===== src/rtl/alu_secuencial.sv =====
// 4-bit sequential ALU: one-cycle ops via EXEC, shift-add multiply via MUL (4 cycles).
// Latency: done pulse 2 edges after start (EXEC) or 5 edges after start (MUL); start ignored while busy.
module alu_secuencial (
  input  logic       iClk,
  input  logic       iRst,
  input  logic       iStart,
  input  logic [3:0] iA,
  input  logic [3:0] iB,
  input  logic [3:0] iOpcode,
  output logic [3:0] oResult,
  output logic [4:0] oFlags,
  output logic       oBusy,
  output logic       oDone
);

  typedef enum logic [1:0] {IDLE, EXEC, MUL, DONE} state_t;

  localparam logic [3:0] OP_SUB = 4'b0000;
  localparam logic [3:0] OP_AND = 4'b0001;
  localparam logic [3:0] OP_OR  = 4'b0010;
  localparam logic [3:0] OP_XOR = 4'b0011;
  localparam logic [3:0] OP_NOT = 4'b0100;
  localparam logic [3:0] OP_SHL = 4'b0101;
  localparam logic [3:0] OP_SHR = 4'b0110;
  localparam logic [3:0] OP_MUL = 4'b1000;
  localparam logic [3:0] OP_ADD = 4'b1100;

  state_t     state;
  logic [3:0] opA, opB, opCode;
  logic [1:0] iterCnt;
  logic [7:0] acc;

  logic [7:0] mulAddend, accNext;
  logic [3:0] aluRes, diff, mulRes;
  logic [4:0] sum5, execFlags, mulFlags;
  logic       cFlag, nFlag, vFlag;

  // One multiplier bit per MUL cycle, selected by the iteration counter.
  always_comb begin
    mulAddend = opB[iterCnt] ? ({4'b0000, opA} << iterCnt) : 8'd0;
    accNext   = acc + mulAddend;
    mulRes    = accNext[3:0];
    mulFlags  = {^mulRes, 1'b0, mulRes[3], accNext[7:4] != 4'd0, mulRes == 4'd0};
  end

  always_comb begin
    sum5   = {1'b0, opA} + {1'b0, opB};
    diff   = opA - opB;
    aluRes = 4'd0;
    cFlag  = 1'b0;
    vFlag  = 1'b0;
    case (opCode)
      OP_SUB: begin
        aluRes = diff;
        vFlag  = (opA[3] != opB[3]) && (diff[3] != opA[3]);
      end
      OP_ADD: begin
        aluRes = sum5[3:0];
        cFlag  = sum5[4];
        vFlag  = (opA[3] == opB[3]) && (sum5[3] != opA[3]);
      end
      OP_AND: aluRes = opA & opB;
      OP_OR:  aluRes = opA | opB;
      OP_XOR: aluRes = opA ^ opB;
      OP_NOT: aluRes = ~opA;
      OP_SHL: begin
        aluRes = {opA[2:0], 1'b0};
        cFlag  = opA[3];
      end
      OP_SHR: begin
        aluRes = {1'b0, opA[3:1]};
        cFlag  = opA[0];
      end
      default: aluRes = 4'd0;
    endcase
    // SUB reports unsigned borrow in N so the control unit can compare A and B.
    nFlag     = (opCode == OP_SUB) ? (opA < opB) : aluRes[3];
    execFlags = {^aluRes, vFlag, nFlag, cFlag, aluRes == 4'd0};
  end

  always_ff @(posedge iClk) begin
    if (iRst) begin
      state   <= IDLE;
      opA     <= 4'd0;
      opB     <= 4'd0;
      opCode  <= 4'd0;
      iterCnt <= 2'd0;
      acc     <= 8'd0;
      oResult <= 4'd0;
      oFlags  <= 5'd0;
      oBusy   <= 1'b0;
      oDone   <= 1'b0;
    end else begin
      case (state)
        IDLE: begin
          if (iStart) begin
            opA     <= iA;
            opB     <= iB;
            opCode  <= iOpcode;
            iterCnt <= 2'd0;
            acc     <= 8'd0;
            oBusy   <= 1'b1;
            state   <= (iOpcode == OP_MUL) ? MUL : EXEC;
          end
        end
        EXEC: begin
          oResult <= aluRes;
          oFlags  <= execFlags;
          oDone   <= 1'b1;
          state   <= DONE;
        end
        MUL: begin
          acc     <= accNext;
          iterCnt <= iterCnt + 2'd1;
          if (iterCnt == 2'd3) begin
            oResult <= mulRes;
            oFlags  <= mulFlags;
            oDone   <= 1'b1;
            state   <= DONE;
          end
        end
        DONE: begin
          oDone <= 1'b0;
          oBusy <= 1'b0;
          state <= IDLE;
        end
        default: state <= IDLE;
      endcase
    end
  end

endmodule


===== config.mk =====
export PLATFORM = sky130hd
export DESIGN_NAME = alu_secuencial
export DESIGN_NICKNAME = d
export VERILOG_FILES = /design/src/rtl/alu_secuencial.sv
export SDC_FILE = /design/constraint.sdc
export NUM_CORES = 1
export LEC_CHECK = 0
export CAP_MARGIN = 25
export CORE_ASPECT_RATIO = 1.2
export CORE_UTILIZATION = 30
export CTS_CLUSTER_DIAMETER = 50
export DETAILED_ROUTE_END_ITERATION = 10
export GPL_TIMING_DRIVEN = 1
export PLACE_DENSITY = 0.46
export RECOVER_POWER = 50
export SLEW_MARGIN = 40
export SYNTH_ARGS = -nofsm -noshare
export SYNTH_HDL_FRONTEND = slang
export SYNTH_SLANG_ARGS = --single-unit
export TNS_END_PERCENT = 20

===== constraint.sdc =====
create_clock -name iClk -period 2.9 [get_ports iClk]
set_input_delay 0.58 -clock iClk [delete_from_list [all_inputs] [get_ports iClk]]
set_output_delay 0.58 -clock iClk [all_outputs]
set_load 0.02 [all_outputs]

# Word level (Yosys, flattened, before mapping)
# Cells that the tools add are included.
# word_totals
elab_cells,81
reg_bits,35
# op_classes
n_reduce_logical,19
eq_ne,18
mux,23
n_shift,1
bitwise,4
n_lt_le_gt_ge,2
addsub,4
# ops
cell,n
$pmux 4 s8,1
$mux 8,2
$pmux 8 s2,1
$eq 4x3->1 const B,3
$logic_not 4->1,3
$reduce_and 2->1,6
$pmux 5 s2,1
$add 8x8->8,1
$eq 4x2->1 const B,2
$eq 4x4->1 const B,2
$mux 2,4
$pmux 2 s4,1
$pmux 4 s2,1
$reduce_xor 4->1,2
$shl 4x2->8,1
$eq 2x2->1 const B,3
$pmux 1 s3,2
$reduce_bool 2->1,3
$add 4x4->5,1
$mux 5,1
$and 4x4->4,1
$eq 4x1->1 const B,1
$lt 4x4->1,1
$mux 1,4
other kinds (18),23

# Logic depth before layout (Yosys ltp)
# Gate-level depths: netlist of run 1.
# logic_depth
ltp_word,7
depth_mapped,13
mapped_depth_nobuf,13

# Worst setup path before layout of run 1
# No wires, ideal clock.
# synth_path
kind,register to register
startpoint,register iterCnt[0]
endpoint,register oFlags[4]
stages_incl_launch_ff,14
setup_slack_ns,0.122
setup_time_ns,0.134
arrival_ns,2.644
cell_sequence,dfxtp_1 clkbuf_1 or3_1 a21oi_1 ha_1 a21o_1 a21oi_1 xnor2_1 inv_1 ha_1 xnor2_1 nand2_1 o211ai_1 a21oi_1
# synth_between
elab_chain_cells,7
# synth_rtl
item,line_no,text
start: declaration,30,logic [1:0] iterCnt;
start signal: assignment,114,iterCnt <= iterCnt + 2'd1;
$bmux 1 s2,40,"mulAddend = opB[iterCnt] ? ({4'b0000, opA} << iterCnt) : 8'd0;"
$mux 1 (implied by the code),40,
$mux 8,40,
$add 8x8->8,41,accNext = acc + mulAddend;
$reduce_xor 4->1,43,"mulFlags = {^mulRes, 1'b0, mulRes[3], accNext[7:4] != 4'd0, mulRes == 4'd0};"
$mux 5,115,if (iterCnt == 2'd3) begin
$pmux 5 s2,94,case (state)
end signal: assignment,108,oFlags <= execFlags;
end signal: assignment,117,oFlags <= mulFlags;
end: declaration,11,"output logic [4:0] oFlags,"
# Parallel ways exist; a longest one is shown, timed or not. The select of a mux whose other input is x is not followed.
# A chain may end at the register's enable or synchronous reset.

# Final worst setup path of run 1
# Ends and elaborated chain as after synthesis.

==> results of run 1 <==
layout by cell type, fill, tap and decap left out, drive strengths merged, types with 2 or more instances in the layout:
cell type      synthesis  final
a211oi                 5      5
a21o                   2      2
a21oi                 31     31
a221oi                 3      3
a22oi                  8      8
a31oi                  6      6
and2                   5      5
and3                   2      2
buf                    4     17
clkbuf                16      5
clkdlybuf4s50          0     15
clkinv                 0      2
dfxtp                 35     35
dlygate4sd3            0     10
fa                     3      3
ha                    28     28
inv                   20     20
mux4                   3      3
nand2                 39     39
nand2b                 8      8
nand3                  5      5
nand4b                 2      2
nor2                  27     27
nor2b                  7      7
nor3                   6      6
nor3b                  4      4
nor4                   5      5
o211ai                 3      3
o21a                   3      3
o21ai                 12     12
o21bai                 2      2
o22ai                  2      2
o31ai                  4      4
o41ai                  3      3
or3                    3      3
xnor2                  5      5
xor2                   6      6
stage by stage:
stage / hold WS, ns / util (%)
after detailed placement: 0.446 / 36.3
after floorplan: 0.436 / -
after global routing: 0.488 / 37.6
final: 0.452 / 37.6
after CTS: 0.457 / 37.6
after global placement: 0.445 / 36.3
final cells by class:
type | count | area, µm² | area share, %
clock inverters | 3 | 43.8 | 1.34
flip-flops and latches | 35 | 701 | 21.5
clock buffers | 5 | 68.8 | 2.11
repair buffers | 42 | 378 | 11.6
well taps | 117 | 146 | 4.49
multi-input cells | 262 | 1840 | 56.6
inverters | 20 | 75.1 | 2.31
state kept, by name, indices dropped and copies added, names as in the netlist:
signal   count
acc          8
iterCnt      2
oBusy        1
oDone        1
oFlags       5
oResult      4
opA          4
opB          4
opCode       4
state        2
kinds of logic after synthesis:
kind of cell               Yosys count  synth area share (%)
muxes                                5                  3.28
DFF                                 35                  25.9
xor gates and xnor gates            11                  3.56
buffers and inverters               40                  6.06
AOI/OAI and AO/OA                   92                  22.6
adders and majority gates           31                  15.2
and+or+nand+nor                    123                  23.4
worst min-delay path: stages, from the launching register on:
cell and delay [ns]:
dfxtp_1 0.31, nand2_1 0.05, a21oi_1 0.05
power by group through the flow:
stage | logic [µW] | clock network [µW] | registers [µW]
2_1_floorplan | 910 | 0 | 714
3_3_place_gp | 1410 | 0 | 689
3_5_place_dp | 1400 | 0 | 692
4_1_cts | 1410 | 479 | 680
5_1_grt | 1540 | 498 | 695
6_report | 1390 | 462 | 676
worst min path at each step:
stage / endpoint / slack [ns] / cells after the start / startpoint
after detailed placement: oResult[2] / 0.45 / 2 / oResult[2]
final: oResult[2] / 0.45 / 2 / oResult[2]
after floorplan: acc[6] / 0.44 / 2 / acc[6]
after CTS: oResult[2] / 0.46 / 2 / oResult[2]
after global routing: acc[6] / 0.49 / 2 / acc[6]
after global placement: oResult[2] / 0.44 / 2 / oResult[2]
synth_stat cells (all sizes together), types with 4 or more instances:
cell type / instances
nor4: 5
nor3: 6
nor3b: 4
a211oi: 5
ha: 28
nor2b: 7
o31ai: 4
o21ai: 12
and2: 5
xor2: 6
dfxtp: 35
xnor2: 5
nand2b: 8
a21oi: 31
nor2: 27
nand2: 39
buf: 4
a31oi: 6
clkbuf: 16
nand3: 5
inv: 20
a22oi: 8
per-layer routing:
layer	track usage (%)	wire length (µm)	vias up	share of wire, %
li1	-	-	1259	-
met1	23.1	3570	1171	47
met2	28.5	3600	59	47
met3	2.10	228	12	3.0
met4	6.91	184	0	2.4
met5	0	0	-	0
repair_timing:
item,4_1_cts,5_1_grt
gates resized for setup,0,1
buffers inserted,0,0
setup endpoints to repair,0,1
==> results.toml, run 1 <==
[sta]
min_period_ns = 2.72
worst_slack_ns = 0.181
timing.fmax_mhz = 368
worstMarginPinSlew_ns = 0.738
timing_hold_violations_final = 0
tns_ns = 0
slew_headroom_pct = 50.7
drv_slew = 0
setup_viol = 0
skew_ns = 0.00733
rsz0062_at_grt = "false"
finalCritPeriodShare_pct = 93.7

[placement]
port-buffer-count = 25
place_area_mm2 = 0.00314
hpwl_um = 5910
pre_cts_slack_ns = 0.134
dpl.cell_count = 476
gp_congestion = 0.912

[floorplan]
dieHeight_um = 106
rows = 37
ios = 26
dieWidth_um = 88.7
die-area_mm2 = 0.00940
core_mm2 = 0.00866
start_util_pct = 31.2

[worst_setup_path]
critical_path.max_stage_delay_ns = 0.56
reg2reg_slack_ns = 0.18
endpoint_kind = "flip-flop"
critPathSlowestCell = "mux4_2"
worst_r2r_path_depth = 11
cp.required_ns = 3.08
crit_family = "adder cells"
crit_type = "reg -> reg"
r2r_end = "oFlags[4]"
cp.arrival_ns = 2.89
crit_fanout = 8
cp.depth = 11
path_cells = "mux4_2, o211a_1, ha_1, a21oi_1, xnor2_1, inv_1, ha_1, xnor2_1, nand2_1, o211ai_1, a21oi_1"
cp-start-kind = "flip-flop"
crit_end = "oFlags[4]"
r2r_start = "iterCnt[0]"
path_buf_inv = 1
crit_start = "iterCnt[0]"

[drt]
viasPerCell = 5.17
wl_per_cell_um = 15.7
ant_nets = 0
dr.pass1.iters = 5
vias = 2501
drt_iter0_drc = 118
finalWirelength_um = 7580
drc = 0

[power]
p_leak_uw = 0.00132
power_frac_comb_pct = 55.0
internal-power_uw = 1380
p_seq_share_pct = 26.7
pwr-share-clk_pct = 18.3
power.density_mw_per_mm2 = 776
peakVddDrop_mv = 0.272
total_power_uw = 2530
switching_share_pct = 45.4
p_sw_uw = 1150

[synth]
synthTopCellsByArea = "dfxtp_1 (26%), ha_1 (13%), a21oi_1 (5.7%)"
netlist_area_mm2 = 0.00271
avgSynthCellArea_um2 = 8.03
yosysSeqAreaShare_pct = 25.9
synth_cell_types = 61
yosysTopAreaCell = "dfxtp_1"
synth_nets = 383
yosys.area.top_type_share_pct = 25.9
yosysWarnings = 0
yosys_most_used_dff = "dfxtp_1"
synthCells = 337
async_flop_share_pct = 0
ys_ff_latch = 35
synth_enable_flop_cells = 0

[clock_tree]
worstSkewPairLatency_ns = 0.30
cts.sinks = 35
cts_tree = "done"
hold_buffers = 0
clock_path_buffers = 2
path_clk_slew_ns = 0.08
cts_root_buffer = "clkbuf_8"
htree_levels = 2
cts_made_buffers = 5

[global_route]
grt_max_degree = 26
grt_usage_pct = 17.5
grt_pass1_vias = 2437
grt_pass1_wl_um = 12600
antenna_found_initial = 0
grt_overflow = 0

[cells_and_area]
nNetsFinal = 412
finalNonFillerCells = 484
design_area_mm2 = 0.00326
layout-drive-gt1-share_pct = 9.26
fillerInstances = 927
antennaDiodeCount = 0
synthToLayoutAreaGrowth_pct = 20.4

[flow_run]
cap_violations = 0

[outcome]
status = "finished, final reports clean"

[hold_path]
hp-class = "reg -> reg"
No activity file was read; power rests on OpenSTA's default activity.
==> run 2: changes to the inputs <==
CORE_MARGIN = 10   (was not set)
==> run 2 against run 1 <==
  * Cell count increased by 0.41%
  * Core utilization fell by 0.37 points
  * Global-route usage down 5.4 points
  * Via count down 1.2%
  * Sequential cell count is the same
  * Die area grew 41%
  * Highest routed layer unchanged
  * Critical endpoint unchanged
  * Clock skew grew 0.0048 ns
  * Routed wire length grew 2.0%
  * Largest cell class unchanged
  * Combinational power hardly changed
==> results.toml, run 2 (synthesis results as in run 1) <==
[placement]
hpwl_um = 6100
pre_cts_slack_ns = 0.181
port-buffer-count = 25
dpl.cell_count = 478
gp_congestion = 0.860
place_area_mm2 = 0.00316

[floorplan]
start_util_pct = 31.1
rows = 37
dieWidth_um = 107
dieHeight_um = 124
die-area_mm2 = 0.0132
ios = 26
core_mm2 = 0.00870

[drt]
ant_nets = 0
finalWirelength_um = 7730
vias = 2472
drt_iter0_drc = 157
drc = 0
wl_per_cell_um = 15.9
viasPerCell = 5.09
dr.pass1.iters = 7

[cells_and_area]
nNetsFinal = 414
layout-drive-gt1-share_pct = 9.49
synthToLayoutAreaGrowth_pct = 19.8
seqCellArea_um2 = 702
design_area_mm2 = 0.00324
finalNonFillerCells = 486
layout_commonest_cell = "nand2_1"
fillerInstances = 991
final_cell_mix = "nand2_1 (39), dfxtp_1 (34), a21oi_1 (30)"
reg_top3 = "acc x8, oFlags x5"
regMostFlops = "acc"
antennaDiodeCount = 0
multi_input_area_mm2 = 0.00184
largest_register_ffs = 8

[worst_setup_path]
crit_family = "compound AO/OA/AOI/OAI gates"
cp-start-kind = "flip-flop"
cp.required_ns = 3.06
critical_path.max_stage_delay_ns = 0.57
path_cells = "inv_1, ha_1, a21oi_1, xnor2_1, a221oi_2, ha_1, xor2_1, o211ai_1, a21oi_1"
crit_fanout = 8
cp.arrival_ns = 2.82
path_buf_inv = 1
endpoint_kind = "flip-flop"
critPathSlowestCell = "dfxtp_1"
crit_type = "reg -> reg"

[sta]
worstMarginPinSlew_ns = 0.637
finalCritPeriodShare_pct = 91.8
drv_slew = 0
tns_ns = 0
slew_headroom_pct = 57.5
timing_hold_violations_final = 0
timing.fmax_mhz = 375
min_period_ns = 2.66
skew_ns = 0.0121
worst_slack_ns = 0.236
setup_viol = 0

[clock_tree]
clock_path_buffers = 2
cts_root_buffer = "clkbuf_8"
cts_made_buffers = 5
cts_tree = "done"
path_clk_slew_ns = 0.08
worstSkewPairLatency_ns = 0.29
htree_levels = 2
cts.sinks = 35

[power]
peakVddDrop_mv = 0.276
total_power_uw = 2410
power_frac_comb_pct = 57.1
p_seq_share_pct = 28.2
p_leak_uw = 0.00132
power.density_mw_per_mm2 = 744
p_sw_uw = 1120
pwr-share-clk_pct = 14.7
internal-power_uw = 1290
switching_share_pct = 46.4

[global_route]
grt_usage_pct = 12.0
grt_pass1_vias = 2546
grt_pass1_wl_um = 12900
grt_overflow = 0
grt_max_degree = 35
antenna_found_initial = 0

[outcome]
status = "finished, final reports clean"

[hold_path]
hp-class = "reg -> reg"

[flow_run]
cap_violations = 0
run 2: layout make-up:
class | count | share of cell area [%]
repair buffers | 44 | 12.0
flip-flops and latches | 35 | 21.7
multi-input cells | 262 | 56.9
clock inverters | 2 | 0.386
inverters | 20 | 2.32
clock buffers | 6 | 2.24
well taps | 117 | 4.52
run 2: what timing repair did:
item | 4_1_cts | 5_1_grt
hold buffers | 0 | 0
endpoints found under the setup margin | 0 | 2
resized for setup | 0 | 2
buffers inserted | 0 | 0
run 2: worst paths after layout:
| kind | from | endpoint | slack, ns | cells after the start |
|---|---|---|---|---|
| setup / recovery | opA[2] | oFlags[4] | 0.24 | 9 |
| hold / removal | oResult[2] | oResult[2] | 0.46 | 2 |
| setup reg to reg | opA[2] | oFlags[4] | 0.24 | 9 |
| hold reg to reg | oResult[2] | oResult[2] | 0.46 | 2 |
run 2: per-stage QoR:
stage | utilization [%] | hold WS, ns
finish | 37.2 | 0.459
global route | 37.2 | 0.485
CTS | 37.2 | 0.463
detailed placement | 36.3 | 0.451
global placement | 36.3 | 0.447
floorplan | - | 0.436
run 2: power groups by stage:
stage | Clock (µW) | Combinational [µW] | Sequential, µW
finish | 354 | 1380 | 680
floorplan | 0 | 910 | 714
global route | 390 | 1540 | 700
global placement | 0 | 1410 | 694
CTS | 371 | 1410 | 683
detailed placement | 0 | 1400 | 694
run 2: routing by layer:
| layer | vias up | GRT usage, % | routed length (µm) |
|---|---|---|---|
| li1 | 1261 | - | - |
| met1 | 1172 | 14.9 | 3660 |
| met2 | 35 | 20.7 | 3770 |
| met3 | 4 | 2.69 | 240 |
| met4 | 0 | 3.05 | 59 |
| met5 | - | 0 | 0 |
run 2: tightest hold or removal path, stage by stage, from the launching register on:
cell and delay [ns]:
dfxtp_1 0.31, nand2_1 0.05, a21oi_1 0.05
==> patch 1 (settings of run 1) <==
Reset style: asynchronous (`iRst`), changed in one clocked block.
--- a/src/rtl/alu_secuencial.sv
+++ b/src/rtl/alu_secuencial.sv
@@ -79,5 +79,5 @@
   end
 
-  always_ff @(posedge iClk) begin
+  always_ff @(posedge iClk or posedge iRst) begin
     if (iRst) begin
       state   <= IDLE;
Behaviour: differs if iRst is asserted again (counterexample within 4 cycles, from zero or initial values and one cycle with iRst high); with iRst held inactive, the same outputs for 10 cycles.
==> patch 1 against run 1 <==
  * Worst setup slack worse by 0.061 ns
  * Largest cell class unchanged
  * Non-clock buffer count is 10 higher
  * Critical path type unchanged
  * Sequential share of layout area is 3.6 points higher
  * Sequential cell count stayed put
  * Final area is 6.9% higher
  * Synthesized area is 3.1% higher
  * Routed wire length is 0.58% higher
Power is not shown: default switching activity piles up to over one toggle a cycle in this logic, so the estimate is an artifact.
==> patch 1: results (changes against run 1) <==
metric,value,unit,change
status,"finished, final reports clean",,unchanged
Hold Slack,0.483,ns,was 0.452 ns
CP arrival,2.97,ns,was 2.89 ns
final RePlAce weighted congestion,0.876,,was 0.912
Post-Synthesis Net Count,362,,was 383
Worst R2R Start,iterCnt[0]$_DFFE_PP0P_,,was iterCnt[0]$_SDFFE_PP0P_
Peak Freq,360,MHz,was 368 MHz
adder-cell area share of the yosys netlist,14.7,%,was 15.2%
Routed WL,7620,um,was 7580 um
CP Launch Point,iterCnt[0]$_DFFE_PP0P_,,was iterCnt[0]$_SDFFE_PP0P_
Synth area leaders,"dfrtp_1 (31%), ha_1 (13%), mux2_2 (5.7%)",,"was dfxtp_1 (26%), ha_1 (13%), a21oi_1 (5.7%)"
average cell area after synthesis,8.83,sq um,was 8.03 sq um
WHS Endpoint,oFlags[3]$_DFFE_PP0P_,,was oResult[2]$_SDFFE_PP0P_
first-pass GRT wire length,12400,um,was 12600 um
first drt pass iteration count,4,,was 5
HP Start,oFlags[3]$_DFFE_PP0P_,,was oResult[2]$_SDFFE_PP0P_
crit-path max FO,4,,was 8
pin count of the biggest net entering global routing,36,,was 26
post-synth cell types,48,,was 61
vias in the first global route,2402,,was 2437
CP endpoint,oFlags[1]$_DFFE_PP0P_,,was oFlags[4]$_SDFFE_PP0P_
Ant. Diodes,0,,unchanged
mux cell area share after synthesis,10.1,%,was 3.28%
R2R cell count,9,,was 11
Post-DP Area,0.00332,sq mm,was 0.00314 sq mm
sequential share of the synthesized area,31.4,%,was 25.9%
Compound-Gate Fraction of Synth Area,20.6,%,was 22.6%
most frequent cells after synthesis,"dfrtp_1 (35), o21ai_0 (31), nand2_1 (29), ha_1 (28), inv_1 (24)",,"was nand2_1 (39), dfxtp_1 (35), a21oi_1 (31), ha_1 (28), nor2_1 (27)"
DP Worst Slack,0.0518,ns,was 0.134 ns
HPWL Detailed,5900,um,was 5910 um
Worst R2R Setup Slack,0.12,ns,was 0.18 ns
Worst Skew,0.00855,ns,was 0.00733 ns
Global Route Usage Sum,16.5,%,was 17.5%
Initial DRC Count,97,,was 118
Reg2Reg Capture Point,oFlags[1]$_DFFE_PP0P_,,was oFlags[4]$_SDFFE_PP0P_
ys async rst share,100,%,was 0%
Finished Layout Cells,481,,was 484
patch 1: final cells by class:
| class | count | area [sq um] | area share (%) |
|---|---|---|---|
| Inverter | 24 | 90.1 | 2.59 |
| Tap cell | 120 | 150 | 4.31 |
| Clock inverter | 1 | 5.00 | 0.144 |
| Timing Repair Buffer | 52 | 450 | 12.9 |
| Multi-Input combinational cell | 243 | 1830 | 52.5 |
| Sequential cell | 35 | 876 | 25.2 |
| Clock buffer | 6 | 82.6 | 2.37 |
patch 1: critical path, cell delays in order (launching register included):
cell,delay [ns]
dfrtp_1,0.40
mux4_2,0.53
o211a_1,0.18
ha_4,0.22
buf_4,0.15
a311o_1,0.37
and4b_1,0.18
or4_4,0.49
nor2_2,0.09
a21oi_1,0.07
patch 1: metal layers:
layer | vias to the layer above | global-route usage, % | routed length (um)
met5 | - | 0 | 0
met4 | 0 | 7.03 | 203
met3 | 14 | 3.18 | 240
met2 | 38 | 28.6 | 3750
met1 | 1179 | 20.0 | 3430
li1 | 1216 | - | -
==> patch 2 (config.mk and constraints of run 1) <==
Without the edit above. Register the inputs `iStart`, `iA`, `iB` and `iOpcode` before use. The logic sees them one clock later.
--- a/src/rtl/alu_secuencial.sv
+++ b/src/rtl/alu_secuencial.sv
@@ -25,4 +25,16 @@
   localparam logic [3:0] OP_MUL = 4'b1000;
   localparam logic [3:0] OP_ADD = 4'b1100;
+
+  logic iStart_q;
+  logic [3:0] iA_q;
+  logic [3:0] iB_q;
+  logic [3:0] iOpcode_q;
+
+  always_ff @(posedge iClk) begin
+    iStart_q  <= iStart;
+    iA_q      <= iA;
+    iB_q      <= iB;
+    iOpcode_q <= iOpcode;
+  end
 
   state_t     state;
@@ -94,12 +106,12 @@
       case (state)
         IDLE: begin
-          if (iStart) begin
-            opA     <= iA;
-            opB     <= iB;
-            opCode  <= iOpcode;
+          if (iStart_q) begin
+            opA     <= iA_q;
+            opB     <= iB_q;
+            opCode  <= iOpcode_q;
             iterCnt <= 2'd0;
             acc     <= 8'd0;
             oBusy   <= 1'b1;
-            state   <= (iOpcode == OP_MUL) ? MUL : EXEC;
+            state   <= (iOpcode_q == OP_MUL) ? MUL : EXEC;
           end
         end
Check against the original RTL: not equivalent (Yosys sat finds a counterexample within 4 cycles, from zero or initial values and one cycle with iRst high).
==> patch 2 against run 1 <==
  * Synthesized area grew 12%
  * Routed wire length grew 8.6%
  * Final area grew 15%
  * Clock power grew 29%
  * Die area grew 12%
  * Final cell count grew 9.5%
  * Clock skew shrank 0.0035 ns
  * Worst setup slack lost 0.075 ns
  * Core utilization grew 1.3 points
  * Synthesized cell count grew 9.5%
  * Sequential cell count grew 13
  * Total power grew 14%
  * Largest cell class unchanged
  * Highest routed layer unchanged
==> patch 2: results (changes against run 1) <==
metric,value,unit,change
status,"finished, final reports clean",,unchanged
register area,966,sq um,was 701 sq um
Routed WL,8230,um,was 7580 um
Filler Cell Count,1022,,was 927
total number of vias,2759,,was 2501
CP max-delay cell,or3_1,,was mux4_2
metal2 WL,3910,um,was 3600 um
vias in the first global route,2720,,was 2437
Multi-input comb cells,278,,was 262
post-synth cell types,57,,was 61
Synth area leaders,"dfxtp_1 (32%), ha_1 (12%), nand2_1 (5.9%)",,"was dfxtp_1 (26%), ha_1 (13%), a21oi_1 (5.7%)"
first-pass GRT wire length,13800,um,was 12600 um
CP arrival,2.96,ns,was 2.89 ns
first drt pass iteration count,4,,was 5
dpl cells,517,,was 476
final RePlAce weighted congestion,0.830,,was 0.912
slew margin rel.,58.7,%,was 50.7%
Post-Synth XOR/XNOR Area,2.31,%,was 3.56%
Global Route Usage Sum,16.6,%,was 17.5%
Synth warnings,0,,unchanged
num sequential,48,,was 35
length of routed met3 wiring,221,um,was 228 um
synthesized area,0.00304,sq mm,was 0.00271 sq mm
pin count of the biggest net entering global routing,35,,was 26
Clock Network Area Fraction,3.99,%,was 3.46%
multi-input combinational area share,52.1,%,was 56.6%
DP Worst Slack,0.0759,ns,was 0.134 ns
met1 wire length,3930,um,was 3570 um
most frequent cells after synthesis,"dfxtp_1 (48), nand2_1 (48), ha_1 (28), nor2_1 (28), a21oi_1 (27)",,"was nand2_1 (39), dfxtp_1 (35), a21oi_1 (31), ha_1 (28), nor2_1 (27)"
crit-path max cell delay,0.37,ns,was 0.56 ns
Finished Layout Cells,530,,was 484
Post-Synthesis Net Count,415,,was 383
Initial DRC Count,167,,was 118
sequential share of the synthesized area,31.7,%,was 25.9%
Root Buffer,clkbuf_16,,was clkbuf_8
Non-clock inverters,22,,was 20
adder-cell area share of the yosys netlist,13.5,%,was 15.2%
average cell area after synthesis,8.23,sq um,was 8.03 sq um
P_leak,1.48,nW,was 1.32 nW
worst vdd ir,0.423,mV,was 0.272 mV
Worst Skew,0.00380,ns,was 0.00733 ns
mux cell area share after synthesis,1.77,%,was 3.28%
Post-DP Area,0.00350,sq mm,was 0.00314 sq mm
"CP delay by family, top",compound AO/OA/AOI/OAI gates,,was adder cells
number of non-clock buffers,51,,was 42
met2 Resource Use GR,26.8,%,was 28.5%
crit-path max FO,7,,was 8
-- patch 2: changes by cell type after synthesis, sizes merged, moves of 4 or more --
cell,change
a21oi,-4
nand2,+9
buf,+4
a31oi,-4
nand3,+6
dfxtp,+13
a311oi,+4
-- patch 2: power by group --
part	switching, mW	internal (mW)
registers	0.102	0.767
clock network	0.271	0.326
logic	0.817	0.591
-- patch 2: path summary, 6_finish.rpt --
path                            slack, ns  depth (start not counted)                endpoint                    start
worst min-delay path                 0.44                          2     opA[3]$_SDFFE_PP0P_          iA_q[3]$_DFF_P_
worst min register to register       0.44                          2     opA[3]$_SDFFE_PP0P_          iA_q[3]$_DFF_P_
worst max register to register       0.11                         14  oFlags[4]$_SDFFE_PP0P_  iterCnt[0]$_SDFFE_PP0P_
worst max-delay path                 0.11                         14  oFlags[4]$_SDFFE_PP0P_  iterCnt[0]$_SDFFE_PP0P_
